==> src/rtl/uart_rx_ctrl.sv <==
// Receive-path controller for uart_rx: enable sequencing on frame boundaries,
// FWFT receive FIFO, overrun/frame-error flags and character timeout.
module uart_rx_ctrl #(
  parameter int unsigned DATA_WIDTH      = 8,
  parameter int unsigned FIFO_DEPTH      = 16,
  parameter int unsigned OVERSAMPLE_RATE = 16,
  parameter int unsigned TIMEOUT_CHARS   = 4
) (
  input  logic                            uart_clk,
  input  logic                            rst_n,
  input  logic                            sample_tick,
  input  logic                            rx_enable,
  input  logic                            fifo_flush,
  input  logic                            err_clr,
  input  logic [DATA_WIDTH-1:0]           core_data,
  input  logic                            core_valid,
  output logic                            core_ready,
  input  logic                            core_frame_error,
  input  logic                            core_rx_active,
  output logic [DATA_WIDTH-1:0]           rd_data,
  output logic                            rd_valid,
  input  logic                            rd_ready,
  output logic [$clog2(FIFO_DEPTH):0]     fifo_level,
  output logic                            overrun,
  output logic                            frame_err,
  output logic [7:0]                      frame_err_cnt,
  output logic                            timeout,
  output logic                            rx_enabled
);

  localparam int unsigned AW       = $clog2(FIFO_DEPTH);
  localparam int unsigned LW       = AW + 1;
  localparam int unsigned TO_LIMIT = TIMEOUT_CHARS * 10 * OVERSAMPLE_RATE;
  localparam int unsigned TW       = $clog2(TO_LIMIT + 1);

  typedef enum logic [1:0] {ST_OFF, ST_ACTIVE, ST_STOPPING} state_t;

  state_t                state_q, state_d;
  logic                  ready_q;
  logic                  taken_q, taken_d;
  logic [DATA_WIDTH-1:0] mem_q [FIFO_DEPTH];
  logic [AW-1:0]         wptr_q, wptr_d, rptr_q, rptr_d;
  logic [LW-1:0]         level_q, level_d;
  logic                  overrun_q, overrun_d;
  logic                  fe_q;
  logic                  frame_err_q, frame_err_d;
  logic [7:0]            fe_cnt_q, fe_cnt_d;
  logic [TW-1:0]         to_cnt_q, to_cnt_d;
  logic                  timeout_q, timeout_d;

  logic accept, push, pop, full, do_push, fe_edge, to_clr;

  // taken_q blocks repeat transfers while the core holds valid across ticks.
  assign accept  = core_valid && ready_q && sample_tick && !taken_q;
  assign push    = accept && (state_q != ST_OFF);
  assign pop     = rd_valid && rd_ready;
  assign full    = (level_q == LW'(FIFO_DEPTH));
  assign do_push = push && (!full || pop);
  assign fe_edge = core_frame_error && !fe_q;
  assign to_clr  = do_push || pop || fifo_flush || (level_q == '0);

  always_comb begin
    state_d = state_q;
    case (state_q)
      ST_OFF:      if (rx_enable && !core_rx_active) state_d = ST_ACTIVE;
      ST_ACTIVE:   if (!rx_enable) state_d = core_rx_active ? ST_STOPPING : ST_OFF;
      ST_STOPPING: begin
        if (rx_enable)                     state_d = ST_ACTIVE;
        else if (!core_rx_active && !push) state_d = ST_OFF;
      end
      default:     state_d = ST_OFF;
    endcase
  end

  always_comb begin
    taken_d = taken_q;
    if (!core_valid) taken_d = 1'b0;
    else if (accept) taken_d = 1'b1;

    wptr_d  = wptr_q;
    rptr_d  = rptr_q;
    level_d = level_q;
    if (fifo_flush) begin
      wptr_d  = '0;
      rptr_d  = '0;
      level_d = '0;
    end else begin
      if (do_push) wptr_d = wptr_q + AW'(1);
      if (pop)     rptr_d = rptr_q + AW'(1);
      if (do_push && !pop)      level_d = level_q + LW'(1);
      else if (!do_push && pop) level_d = level_q - LW'(1);
    end

    overrun_d = overrun_q;
    if (push && full && !pop) overrun_d = 1'b1;
    else if (err_clr)         overrun_d = 1'b0;

    frame_err_d = frame_err_q;
    fe_cnt_d    = fe_cnt_q;
    if (fe_edge) begin
      frame_err_d = 1'b1;
      if (err_clr)                fe_cnt_d = 8'd1;
      else if (fe_cnt_q != 8'hFF) fe_cnt_d = fe_cnt_q + 8'd1;
    end else if (err_clr) begin
      frame_err_d = 1'b0;
      fe_cnt_d    = '0;
    end

    to_cnt_d = to_cnt_q;
    if (to_clr)
      to_cnt_d = '0;
    else if (sample_tick && !core_rx_active && (state_q != ST_OFF) &&
             (to_cnt_q != TW'(TO_LIMIT)))
      to_cnt_d = to_cnt_q + TW'(1);
    timeout_d = !to_clr && (to_cnt_d == TW'(TO_LIMIT));
  end

  always_ff @(posedge uart_clk) begin
    if (!rst_n) begin
      state_q     <= ST_OFF;
      ready_q     <= 1'b0;
      taken_q     <= 1'b0;
      wptr_q      <= '0;
      rptr_q      <= '0;
      level_q     <= '0;
      overrun_q   <= 1'b0;
      fe_q        <= 1'b0;
      frame_err_q <= 1'b0;
      fe_cnt_q    <= '0;
      to_cnt_q    <= '0;
      timeout_q   <= 1'b0;
    end else begin
      state_q     <= state_d;
      ready_q     <= 1'b1;
      taken_q     <= taken_d;
      wptr_q      <= wptr_d;
      rptr_q      <= rptr_d;
      level_q     <= level_d;
      overrun_q   <= overrun_d;
      fe_q        <= core_frame_error;
      frame_err_q <= frame_err_d;
      fe_cnt_q    <= fe_cnt_d;
      to_cnt_q    <= to_cnt_d;
      timeout_q   <= timeout_d;
    end
  end

  always_ff @(posedge uart_clk) begin
    if (do_push && !fifo_flush) mem_q[wptr_q] <= core_data;
  end

  assign core_ready    = ready_q;
  assign rd_valid      = (level_q != '0);
  assign rd_data       = rd_valid ? mem_q[rptr_q] : '0;
  assign fifo_level    = level_q;
  assign overrun       = overrun_q;
  assign frame_err     = frame_err_q;
  assign frame_err_cnt = fe_cnt_q;
  assign timeout       = timeout_q;
  assign rx_enabled    = (state_q == ST_ACTIVE) || (state_q == ST_STOPPING);

endmodule

==> config.mk <==
export PLATFORM = sky130hd
export DESIGN_NAME = uart_rx_ctrl
export DESIGN_NICKNAME = d
export VERILOG_FILES = /design/src/rtl/uart_rx_ctrl.sv
export SDC_FILE = /design/constraint.sdc
export NUM_CORES = 1
export LEC_CHECK = 0
export CAP_MARGIN = 20
export CORE_UTILIZATION = 59
export DETAILED_ROUTE_END_ITERATION = 16
export PLACE_DENSITY = 0.83
export SETUP_SLACK_MARGIN = 0.15
export SLEW_MARGIN = 10
export SYNTH_ARGS = -nofsm -noshare
export SYNTH_HDL_FRONTEND = slang
export SYNTH_SLANG_ARGS = --single-unit
==> constraint.sdc <==
create_clock -name uart_clk -period 4.4 [get_ports uart_clk]
set_input_delay 1.32 -clock uart_clk [delete_from_list [all_inputs] [get_ports uart_clk]]
set_output_delay 1.32 -clock uart_clk [all_outputs]
set_load 0.02 [all_outputs]
==> impl_metrics.yaml <==
worst_hold_path:
  hold_end: "taken_q"
  hold_depth: 2
  min_from: "taken_q"
  min_path_type: "register to register"
clock_tree:
  cts_root_buf: "clkbuf_16"
  clk_pin_slew_worst_paths_ps: 60
  clkLatencyLatePin_ps: 420
  cts.sinks: 171
  cts_max_path_buffers: 2
  cts_tree: "done"
  htree_levels: 4
  holdBufCountCts: 0
  cts_made_buffers: 17
timing:
  slew_viol_final: 0
  max_slew.worst_pin.slew_ps: 750.2
  max_slew_margin: 0.4980
  fmax_ghz: 0.2446
  layout_setup_ws_ps: 311.8
  setup_viol: 0
  rsz0062_at_grt: "no"
  final_hold_viol_count: 0
  hold_ws_ps: 460.4
  fin_crit_sh: 0.9291
  tns_ps: 0
  layout_min_cycle_time_ps: 4088
  fin_skew_ps: 10.07
global_route:
  track_usage: 0.2349
  first_global_vias: 4142
  gr-total-overflow: 0
  antenna_found_initial: 0
  grt_pass1_wl_um: 21570
  grt_max_degree: 33
worst_setup_path:
  ff2ff_path_depth: 11
  path_cells: "buf_4 -> mux4_2 -> mux4_2 -> and2_1 -> clkdlybuf4s50_1"
  arrival_ps: 2770
  worstPathMaxFanout: 32
  cp.required_ps: 3080
  worst_r2r_endpoint: "fifo_level[4]"
  cp_top_family: "buffers and inverters"
  worst_setup_path_end_kind: "output port"
  r2r_setup_slack_ps: 870
  r2r_start: "fifo_level[0]"
  critPathMostFrequentCell: "mux4_2"
  startpoint_type: "register"
  cp_num_buf_inv: 2
  cpPeakStageDelay_ps: 540
  cpMaxStageDelayCell: "clkdlybuf4s50_1"
  critPathKind: "register to output port"
floorplanning:
  num_rows: 39
  start_util: 0.6156
  die_h_um: 111.9
  die_w_um: 111.9
  floorplan.core_area_um2: 11560
  die_area_um2: 12510
  pin_count: 45
power:
  p_total_w: 0.003575
  ir_drop_mv: 0.2323
  leakage_nw: 2.791
  powerDensity_nw_per_um2: 420.6
place:
  dpl_cell_area_um2: 7836
  routabilityCongestion: 0.8041
  port_buffers: 44
  place_ws_ps: 283.4
  hpwl_um: 9081
route:
  drc: 4
  viasPerCell: 5.898
  ant_nets: 0
  drt_iter0_drc: 385
  vias: 4028
  detail_route.wl_per_cell_um: 19.70
  wl_um: 13460
  drt-pass1-iter-count: 11
synth:
  netlist_instances: 453
  yosysSeqAreaShare: 0.6608
  synth_warnings: 0
  synth.most_common_cell: "edfxtp_1"
  synth_commonest_cells: "edfxtp_1 (128), nor2_1 (57), dfxtp_1 (43)"
  synth_area_leaders: "edfxtp_1 (54%), mux4_2 (13%), dfxtp_1 (12%)"
  ys_seq_elements: 171
  synth_fp_nets: 489
  synthFlopType: "edfxtp_1"
  yosysTopAreaCellShare: 0.5399
  synth_edf_count: 128
  async_flop_share: 0
  syn_area_per_cell_um2: 15.72
  synth_top_cell_by_area: "edfxtp_1"
  synth_cell_types: 47
  syn_area_um2: 7119
finish:
  multi_input_area_um2: 2295
  antenna_cells: 0
  postLayoutCellArea_um2: 8499
  synthToLayoutAreaGrowth_pct: 19.38
  fill_cells: 715
  fin_nets: 563
  regArea_um2: 4708
  drive_gt1_frac: 0.1870
run:
  drv_cap: 0
status:
  status: "finished, violations left"
  violations: "design-rule violations"
layout by cell type, fill, tap and decap left out, drive strengths merged, types with 4 or more instances in the layout:
cell type | synthesis | routed
mux4 | 40 | 40
nor2 | 57 | 57
edfxtp | 128 | 128
nor2b | 5 | 5
dfxtp | 43 | 43
clkbuf | 5 | 22
clkdlybuf4s50 | 0 | 44
mux2i | 8 | 8
and3 | 4 | 4
ha | 17 | 17
inv | 13 | 14
or3 | 4 | 4
a21oi | 11 | 11
xnor2 | 12 | 12
o21ai | 7 | 7
nand4 | 8 | 8
and2 | 10 | 10
nand3 | 7 | 7
nand2 | 19 | 19
buf | 9 | 25
xor2 | 10 | 10
area by class of cell:
class | instances | share of cell area
clock inverters | 10 | 0.01649
clock buffers | 22 | 0.05594
repair buffers | 69 | 0.07684
inverters | 13 | 0.005741
multi-input cells | 255 | 0.2700
flip-flops and latches | 171 | 0.5540
well taps | 143 | 0.02105
layer usage:
layer  routed length, µm  global-route usage
met5                   0                   0
met2                7026              0.4066
met3                 757             0.05716
met1                5486              0.2852
met4                 184             0.09189
power by group:
part / internal, W / switching, W
Clock: 0.000943 / 0.000599
Sequential: 0.00174 / 0.0000134
Combinational: 0.000132 / 0.000147
Total: 0.00282 / 0.000759
timing repair:
action	in CTS	in global routing
endpoints found under the setup margin	7	3
buffers inserted	0	6
gates resized for setup	1	0
logic make-up after synthesis:
family | after synthesis | share of synthesized area
AO/OA/AOI/OAI | 29 | 0.02548
XOR/XNOR | 22 | 0.02706
adder cells (fa/ha/maj) | 18 | 0.03269
buffers and inverters | 27 | 0.01687
flip-flops | 171 | 0.6608
multiplexers | 48 | 0.1378
AND/OR/NAND/NOR | 138 | 0.09930
sequential cells by signal (all words and copies together) (netlist names), named ones only:
name / cells
taken_q: 1
mem_q: 128
rptr_q: 4
state_q: 2
overrun: 1
core_ready: 1
timeout: 1
frame_err: 1
frame_err_cnt: 8
fe_q: 1
wptr_q: 4
fifo_level: 5
to_cnt_q: 10
metrics by stage:
stage                 util  cells
floorplan                -    453
global placement    0.6776    645
detailed placement  0.6776    645
CTS                 0.7310    677
global route        0.7349    683
finish              0.7349    683
worst min-delay path, cell delays in order, from the launching register on:
cell     delay, ps
dfxtp_1        320
inv_1           50
a21oi_1         50
worst max path at each step:
stage,end,cells after the start
2_1_floorplan,fifo_level[4],10
3_3_place_gp,fifo_level[4],11
3_5_place_dp,fifo_level[4],11
4_1_cts,rd_data[2],5
5_1_grt,rd_data[0],4
6_report,rd_data[0],5
No activity file was read; power rests on OpenSTA's default activity.
==> RTL change (config.mk and constraints unchanged) <==
Set the parameter `DATA_WIDTH` to 6 (it was 8).
--- a/src/rtl/uart_rx_ctrl.sv
+++ b/src/rtl/uart_rx_ctrl.sv
@@ -1,7 +1,7 @@
 // Receive-path controller for uart_rx: enable sequencing on frame boundaries,
 // FWFT receive FIFO, overrun/frame-error flags and character timeout.
 module uart_rx_ctrl #(
-  parameter int unsigned DATA_WIDTH      = 8,
+  parameter int unsigned DATA_WIDTH      = 6,
   parameter int unsigned FIFO_DEPTH      = 16,
   parameter int unsigned OVERSAMPLE_RATE = 16,
   parameter int unsigned TIMEOUT_CHARS   = 4
Interface: changed (resized core_data and rd_data); port bits go from 45 to 41. The function was not compared with the original's and may differ.
==> RTL change against the original RTL <==
  * Sequential cell count down 32
  * Highest routed layer is now met5
  * Critical path type unchanged
  * Worst setup slack got worse by 0.079 ns
  * Sequential power is 19% lower
  * Cell area decreased by 16%
  * Via count decreased by 9.8%
  * Total power fell by 14%
  * Synthesized area down 16%
  * Wire length is 6.5% lower
==> RTL change: results (changes against the original RTL) <==
stage	metric	value	unit	change
cells_and_area	largest_reg_flops	96		-25%
sta	tightest_slew	0.6234	ns	-0.1268 ns
worst_hold_path	hold_path.startpoint	frame_err		
critical_path	reg2regPathDepth	11		unchanged
placement	hpwl	7825	µm	-14%
critical_path	worstPathArrival	2.85	ns	+0.08 ns
clocking	post_cts_buffers	0		unchanged
yosys	synthXorXnorAreaFrac	3.349	%	+0.64 points
power	ir_drop	360.3	µV	+55%
cells_and_area	layout.nets	494		-12%
yosys	ys_types	53		+13%
route	vias	3633		-9.8%
yosys	synth-adder-area-share	3.869	%	+0.60 points
yosys	synth-edff-count	96		-25%
yosys	ys_async_sr_fraction	0	%	unchanged
clocking	htree_levels	4		unchanged
worst_hold_path	min_to	frame_err		
clocking	cts_made_buffers	17		unchanged
sta	finalHoldViolCount	0		unchanged
yosys	synth_top_cell_area_share	47.92	%	-6.1 points
global_routing	grt_max_degree	25		-24%
status	status	finished clean		
route	wl_per_cell	20.74	µm	+5.3%
critical_path	startpoint_type	register		
clocking	clk_latency	0.52	ns	+0.10 ns
clocking	clockBufferDepth	2		unchanged
cells_and_area	layout.cells.non_filler	607		-11%
yosys	synth-compound-area-share	4.181	%	+1.6 points
clocking	clockRootBuffer	clkbuf_8		
yosys	yosys-top-cells-area	edfxtp_1, dfxtp_1, mux4_2		
cells_and_area	fillers	640		-10%
critical_path	slowest_delay	0.55	ns	
global_routing	grt_first_pass_wirelength	19460	µm	-9.8%
yosys	synth_top_cells_by_count	edfxtp_1, nor2_1, dfxtp_1, mux4_2, nand2_1		
global_routing	track_usage	26.20	%	+2.7 points
yosys	syn-num-nets	447		-8.6%
global_routing	antenna_found_initial	2		+2
route	drt-pass1-iter-count	5		-6
sta	finClkSkew	0.007922	ns	-0.002150 ns
power	p_total	0.003077	W	-14%
yosys	seq_area_frac_synth	62.23	%	-3.9 points
route	dr.first_iter.drc_count	305		-21%
power	leakage	2.347	nW	-16%
placement	place.gp.congestion	0.8176		+1.7%
yosys	yosys_warnings	0		unchanged
critical_path	crit_path_top_delay_cell	mux4_2		
cells_and_area	drive_above_1_share	15.01	%	-3.7 points
yosys	syn_avg_cell_area	14.57	µm²	-7.3%
critical_path	reg2reg_slack	0.69	ns	-0.18 ns
placement	port-buffer-count	40		-9.1%
critical_path	worstPathMaxFanout	12		-63%
worst_hold_path	whs_path_depth	2		unchanged
placement	placedCellCount	573		-11%
global_routing	grt_pass1_vias	3676		-11%
yosys	synth_mux_area_share	12.23	%	-1.5 points
==> RTL change: cell types whose count changed in the layout (fill, tap and decap cells not counted), moves of 4 or more <==
cell	change
edfxtp_1	-32
buf_4	-21
mux4_2	-10
clkdlybuf4s50_1	-7
nand2b_1	+5
and3_1	-4
==> RTL change: kinds of logic (layout without fill, tap and decap cells) <==
family / count (synthesis) / after routing
xor+xnor: 23 / 23
buf+inv: 29 / 89
simple gates: 135 / 135
mux: 36 / 36
other cells: 0 / 1
compound gates: 33 / 33
flops: 139 / 139
fa+ha+maj: 18 / 18
==> RTL change: what timing repair did <==
| item | CTS | global route |
|---|---|---|
| setup endpoints to repair | 2 | 5 |
| resized for setup | 1 | 3 |
| cloned | 0 | 1 |
==> RTL change: how the worst max path moves through the flow <==
stage / start / cells past startpoint / endpoint
3_3_place_gp: sample_tick / 11 / fifo_level[4]
4_1_cts: register / 5 / rd_data[1]
2_1_floorplan: core_valid / 10 / fifo_level[4]
5_1_grt: fifo_level[0] / 4 / rd_data[0]
3_5_place_dp: sample_tick / 11 / fifo_level[4]
6_report: register / 5 / rd_data[0]
==> RTL change: cell type report <==
cell class	count	area share, %
clock buffers	19	5.894
flip-flops and latches	139	52.34
inverters	13	0.6821
clock inverters	13	2.308
repair buffers	44	6.488
multi-input cells	245	29.92
well taps	133	2.326
diodes	1	0.03498
==> RTL change: per-layer routing <==
metal  vias to the layer above  GRT usage, %  share of wire [%]
met5                         -             0              0.072
met4                         2         14.41                4.2
met3                        47         7.932                7.6
met2                       184         42.51                 50
met1                      1751         31.56                 38
li1                       1649             -                  -
==> RTL change: worst max-delay path: cells and delay by family (launching register included) <==
| kind | cells | cell delay (ns) |
|---|---|---|
| buffers and inverters | 2 | 0.72 |
| DFF | 1 | 0.38 |
| muxes | 2 | 1.02 |
| and+or+nand+nor | 1 | 0.20 |
==> RTL change: per-stage QoR <==
stage                     setup WS (ns)  instance area (µm²)  hold WS, ns
after global placement           0.3642                 6535       0.4734
after detailed placement         0.2476                 6535       0.4762
after CTS                        0.1451                 7121       0.5065
after global routing             0.1546                 7152       0.5269
final                            0.2329                 7154       0.5051
after floorplan                  0.8448                 6016       0.4591
==> RTL change: power breakdown <==
part / switching (W) / leakage [nW] / internal [W]
Sequential: 0.0000131 / 1.21 / 0.00141
Combinational: 0.000149 / 0.859 / 0.000115
Clock: 0.000527 / 0.277 / 0.000866
